## config.mk

```make
export PLATFORM = sky130hd
export DESIGN_NAME = add8_share_sched
export DESIGN_NICKNAME = d
export VERILOG_FILES = /design/src/rtl/add8_share_sched.sv
export SDC_FILE = /design/constraint.sdc
export NUM_CORES = 1
export LEC_CHECK = 0
export CAP_MARGIN = 25
export CELL_PAD_IN_SITES_DETAIL_PLACEMENT = 0
export CELL_PAD_IN_SITES_GLOBAL_PLACEMENT = 1
export CORE_ASPECT_RATIO = 1.4
export CORE_MARGIN = 2
export CORE_UTILIZATION = 46
export CTS_CLUSTER_DIAMETER = 100
export DETAILED_ROUTE_END_ITERATION = 10
export DONT_BUFFER_PORTS = 1
export GPL_TIMING_DRIVEN = 0
export PLACE_DENSITY_LB_ADDON = 0.1
export SYNTH_ARGS = -nofsm -noshare
export SYNTH_HDL_FRONTEND = slang
export SYNTH_SLANG_ARGS = --single-unit
```

## constraint.sdc

```tcl
create_clock -name clk -period 11.1 [get_ports clk]
set_input_delay 1.665 -clock clk [delete_from_list [all_inputs] [get_ports clk]]
set_output_delay 1.665 -clock clk [all_outputs]
set_load 0.01 [all_outputs]
```

## src/rtl/add8_share_sched.sv

```systemverilog
// Purpose : round-robin share of one 8-bit add stage (a+b+cin) among NREQ requesters; beats may chain carries under a lock.
// Latency : 1 cycle from accept (req_valid & req_ready) to rsp_valid; one beat per cycle sustained.
// Backpr. : when the response register is held (rsp_valid & !rsp_ready) every req_ready is low.
//
// Ports:
//   clk, rst                      clock, async active-high reset
//   req_valid/req_ready[NREQ]     per-requester handshake (req_ready one-hot or zero)
//   req_a/req_b[NREQ*8]           operands, requester i at [8i+7:8i]
//   req_cin/req_chain[NREQ]       carry-in on a first beat / hold lock after this beat
//   rsp_valid/rsp_ready           response handshake
//   rsp_id, rsp_sum, rsp_cout     tagged 8-bit result and carry-out
//   busy                          in LOCK or a response is pending
//   lock_abort                    one-cycle pulse when an idle lock is force-released
module add8_share_sched #(
  parameter int NREQ     = 4,
  parameter int ID_W     = 2,
  parameter int LOCK_TMO = 15
) (
  input  logic              clk,
  input  logic              rst,
  input  logic [NREQ-1:0]   req_valid,
  output logic [NREQ-1:0]   req_ready,
  input  logic [NREQ*8-1:0] req_a,
  input  logic [NREQ*8-1:0] req_b,
  input  logic [NREQ-1:0]   req_cin,
  input  logic [NREQ-1:0]   req_chain,
  output logic              rsp_valid,
  input  logic              rsp_ready,
  output logic [ID_W-1:0]   rsp_id,
  output logic [7:0]        rsp_sum,
  output logic              rsp_cout,
  output logic              busy,
  output logic              lock_abort
);

  localparam int TW = $clog2(LOCK_TMO + 1);

  typedef enum logic {IDLE, LOCK} state_t;

  state_t          state, state_nx;
  logic [ID_W-1:0] owner;
  logic [ID_W-1:0] last;
  logic            carry;
  logic [TW-1:0]   tmo_cnt;

  logic            open;
  logic            gnt_vld;
  logic [ID_W-1:0] gnt;
  logic [ID_W-1:0] idx;
  logic            tmo_hit;
  logic [7:0]      a_arr [NREQ];
  logic [7:0]      b_arr [NREQ];
  logic            cin_g;
  logic            chain_g;
  logic [8:0]      sum9;

  assign open = !rsp_valid || rsp_ready;
  assign busy = (state == LOCK) || rsp_valid;

  always_comb begin
    for (int i = 0; i < NREQ; i++) begin
      a_arr[i] = req_a[i*8 +: 8];
      b_arr[i] = req_b[i*8 +: 8];
    end
  end

  // Grant: the lock owner only while locked, otherwise the first valid
  // requester after the last one served (wrapping modulo NREQ).
  always_comb begin
    gnt_vld = 1'b0;
    gnt     = '0;
    idx     = '0;
    if (open) begin
      if (state == LOCK) begin
        if (req_valid[owner]) begin
          gnt_vld = 1'b1;
          gnt     = owner;
        end
      end else begin
        for (int k = 1; k <= NREQ; k++) begin
          idx = ID_W'((int'(last) + k) % NREQ);
          if (!gnt_vld && req_valid[idx]) begin
            gnt_vld = 1'b1;
            gnt     = idx;
          end
        end
      end
    end
  end

  always_comb begin
    req_ready = '0;
    if (gnt_vld) req_ready[gnt] = 1'b1;
  end

  // Locked beats continue the stored carry; req_cin only starts a new operation.
  assign cin_g   = (state == LOCK) ? carry : req_cin[gnt];
  assign chain_g = req_chain[gnt];
  assign sum9    = {1'b0, a_arr[gnt]} + {1'b0, b_arr[gnt]} + {8'd0, cin_g};

  // An owner accept in the expiry cycle takes priority over the abort.
  assign tmo_hit = (state == LOCK) && !gnt_vld && (tmo_cnt == TW'(LOCK_TMO - 1));

  always_comb begin
    state_nx = state;
    if (gnt_vld) begin
      state_nx = chain_g ? LOCK : IDLE;
    end else if (tmo_hit) begin
      state_nx = IDLE;
    end
  end

  always_ff @(posedge clk or posedge rst) begin
    if (rst) begin
      state <= IDLE;
    end else begin
      state <= state_nx;
    end
  end

  always_ff @(posedge clk or posedge rst) begin
    if (rst) begin
      owner      <= '0;
      last       <= ID_W'(NREQ - 1);
      carry      <= 1'b0;
      tmo_cnt    <= '0;
      rsp_valid  <= 1'b0;
      rsp_id     <= '0;
      rsp_sum    <= '0;
      rsp_cout   <= 1'b0;
      lock_abort <= 1'b0;
    end else begin
      lock_abort <= 1'b0;
      if (gnt_vld) begin
        rsp_valid <= 1'b1;
        rsp_id    <= gnt;
        rsp_sum   <= sum9[7:0];
        rsp_cout  <= sum9[8];
        tmo_cnt   <= '0;
        if (chain_g) begin
          owner <= gnt;
          carry <= sum9[8];
        end else begin
          last  <= gnt;
          carry <= 1'b0;
        end
      end else begin
        if (rsp_ready) rsp_valid <= 1'b0;
        if (state == LOCK) begin
          // Stalled cycles count too: a lock cannot pin the adder indefinitely.
          if (tmo_hit) begin
            last       <= owner;
            carry      <= 1'b0;
            tmo_cnt    <= '0;
            lock_abort <= 1'b1;
          end else begin
            tmo_cnt <= tmo_cnt + TW'(1);
          end
        end
      end
    end
  end

endmodule

```

==> flow_metrics.env <==
export IMPL_final_seq_area_um2=578
export IMPL_finalCritPeriodShare_pct=45.8
export IMPL_seq_area_frac_synth_pct=26.4
export IMPL_cts_made_buffers=3
export IMPL_cp_arrival_ps=5230
export IMPL_vias=1914
export IMPL_post_cts_setup_buffer_count=0
export IMPL_p_leak_nw=0.943
export IMPL_crit_required_ps=11250
export IMPL_multi_input_area_um2=1480
export IMPL_ys_ff_latch=23
export IMPL_outcome="finished clean"
export IMPL_netlist_instances=259
export IMPL_wl_um=5310
export IMPL_final_common_cell="mux2i_1"
export IMPL_fin_crit_ps=5080
export IMPL_die_w_um=62.3
export IMPL_grt_pass1_wl_um=8730
export IMPL_cts_tree="done"
export IMPL_nets=354
export IMPL_hold_viol=0
export IMPL_peakVddDrop_mv=0.106
export IMPL_path_buf_inv=3
export IMPL_routedWlPerCell_um=16.3
export IMPL_cts_resized=0
export IMPL_critPathKind="input pin to flip-flop"
export IMPL_port_buffers=0
export IMPL_yosysWarnings=0
export IMPL_critPathMaxFanout=10
export IMPL_maxSlewHeadroom_pct=44.0
export IMPL_die_height_um=85.6
export IMPL_syn_area_um2=2190
export IMPL_worst_slew_pin_slew_ps=839
export IMPL_cts_sinks=23
export IMPL_slowest_stage="fa_1"
export IMPL_cp_start_kind="input pin"
export IMPL_hpwl_um=4340
export IMPL_grt_pass1_vias=1824
export IMPL_final_cell_mix="28 x mux2i_1, 23 x nor2_1, 22 x a21oi_1"
export IMPL_grt_max_degree=24
export IMPL_n_fill_cell=476
export IMPL_synth_area_leaders="dfrtp_1 24%, mux2i_1 13%, a211oi_1 6.2%, ha_1 5.1%, mux2_2 5.1%"
export IMPL_antenna_found_initial=0
export IMPL_vias_per_cell=5.89
export IMPL_io_pins=97
export IMPL_area_delta_synth_final_pct=5.60
export IMPL_placementRows=29
export IMPL_fmax_mhz=197
export IMPL_finalWeightedCongestion=0.788
export IMPL_yosysTopAreaCell="dfrtp_1"
export IMPL_start_util_pct=47.9
export IMPL_htree_levels=1
export IMPL_diodes=0
export IMPL_postSynthAreaPerCell_um2=8.45
export IMPL_dieArea_um2=5330
export IMPL_clkLatencyLatePin_ps=260
export IMPL_root_buffer="clkbuf_8"
export IMPL_min_path_type="flip-flop to flip-flop"
export IMPL_drc=0
export IMPL_drv_slew=0
export IMPL_path_delay_family="compound AO/OA/AOI/OAI gates"
export IMPL_setup_viol=0
export IMPL_rsz0062_at_grt="false"
export IMPL_synth_top_area_share_pct=24.0
export IMPL_tns_ps=0
export IMPL_synth_edff_count=0
export IMPL_ant_nets=0
export IMPL_clk_pin_slew_ps=80
export IMPL_synth_cell_types=48
export IMPL_dpl_cell_area_um2=2270
export IMPL_end_kind="flip-flop"
export IMPL_power_density_nw_per_um2=364
export IMPL_core_area_um2=4570
export IMPL_ys_async_sr_fraction_pct=100
export IMPL_cp_cell_sequence="buf_2 -> mux2i_1 -> o21ai_1 -> nand2_1 -> nor2_1 -> buf_4 -> buf_4 -> mux2i_1 -> a21oi_1 -> fa_1 -> a21o_1 -> a21oi_1 -> o21ai_0 -> or4_1 -> o311ai_0 -> xnor2_1 -> mux2_2"
export IMPL_drt_initial_drc_count=53
export IMPL_stdcell_area_um2=2310
export IMPL_drive_gt1_share_pct=12.5
export IMPL_drv_cap=0
export IMPL_overflow=0
export IMPL_synthesis_nets=349
export IMPL_clock_path_buffers=2
export IMPL_track_usage_pct=19.9
export IMPL_cpPeakStageDelay_ps=440
export IMPL_cts_hold_buf=0
export IMPL_yosys_most_used_dff="dfrtp_1"
export IMPL_drt_pass1_iterations=4
export IMPL_fin_skew_ps=3.61
through the flow:
stage / utilization (%) / instances / setup slack (ps) / hold slack [ps] / power [W]
after global routing: 50.5 / 325 / 5660 / 575 / 0.000936
final: 50.5 / 325 / 6020 / 537 / 0.000841
after global placement: 49.6 / 321 / 5730 / 519 / 0.000791
after floorplan: - / 259 / 6160 / 503 / 0.000670
after detailed placement: 49.6 / 321 / 5720 / 526 / 0.000796
after CTS: 50.5 / 325 / 6000 / 537 / 0.000850
where the power goes:
group	internal [W]	switching (W)
Combinational	0.000289	0.000333
Clock	0.0000256	0.0000250
Sequential	0.000127	0.0000417
cells in the mapped netlist, types with 7 or more instances:
library cell   n
a211oi_1      18
ha_1           9
nand2_1       20
o21ai_0       16
buf_2          7
mux2i_1       28
inv_1         10
mux2_2        10
nor2_1        23
a21oi_1       22
dfrtp_1       21
and2_0        14
cell type report:
class	count	area share, %
buffer	16	3.79
clock buffer	4	1.95
inverter	12	1.95
multi-input combinational	208	63.9
sequential	23	25.0
tap	62	3.36
flip-flops by register name, summed over array words and instances (netlist names):
signal	flops
owner	2
rsp_id	2
lock_abort	1
carry	1
rsp_cout	1
last	2
rsp_sum	8
rsp_valid	1
tmo_cnt	4
state	1
layer usage:
metal	vias up	share of wire (%)	global-route usage, %
li1	947	-	-
met1	904	39	22.2
met2	61	54	39.1
met3	2	6.5	3.81
met4	0	0.40	3.64
met5	-	0	0
tightest hold or removal path: stages (launching register included):
cell,delay (ps)
dfrtp_1,390
nand2_1,60
o21ai_0,60
path summary, 6_finish.rpt:
| path | startpoint | end | slack (ps) | depth (start not counted) |
|---|---|---|---|---|
| setup / recovery | req_valid[3] | rsp_sum[7] | 6020 | 17 |
| hold reg to reg | carry | carry | 540 | 2 |
| hold / removal | carry | carry | 540 | 2 |
| max in group asynchronous | rst | owner[0] | 9120 | 1 |
| min in group asynchronous | rst | rsp_id[0] | 1460 | 1 |
| setup reg to reg | last[1] | rsp_sum[7] | 6850 | 15 |
kinds of logic (layout without fill, tap and decap cells):
group | Yosys count | in the layout | synth area share [%]
adders and majority gates | 11 | 11 | 6.98
AOI/OAI and AO/OA | 77 | 77 | 22.4
xor gates and xnor gates | 5 | 5 | 2.00
buffers and inverters | 28 | 32 | 6.06
DFF | 23 | 23 | 26.4
muxes | 39 | 39 | 19.2
and+or+nand+nor | 76 | 76 | 17.0
Note: power is estimated with default switching activity, not from simulation.
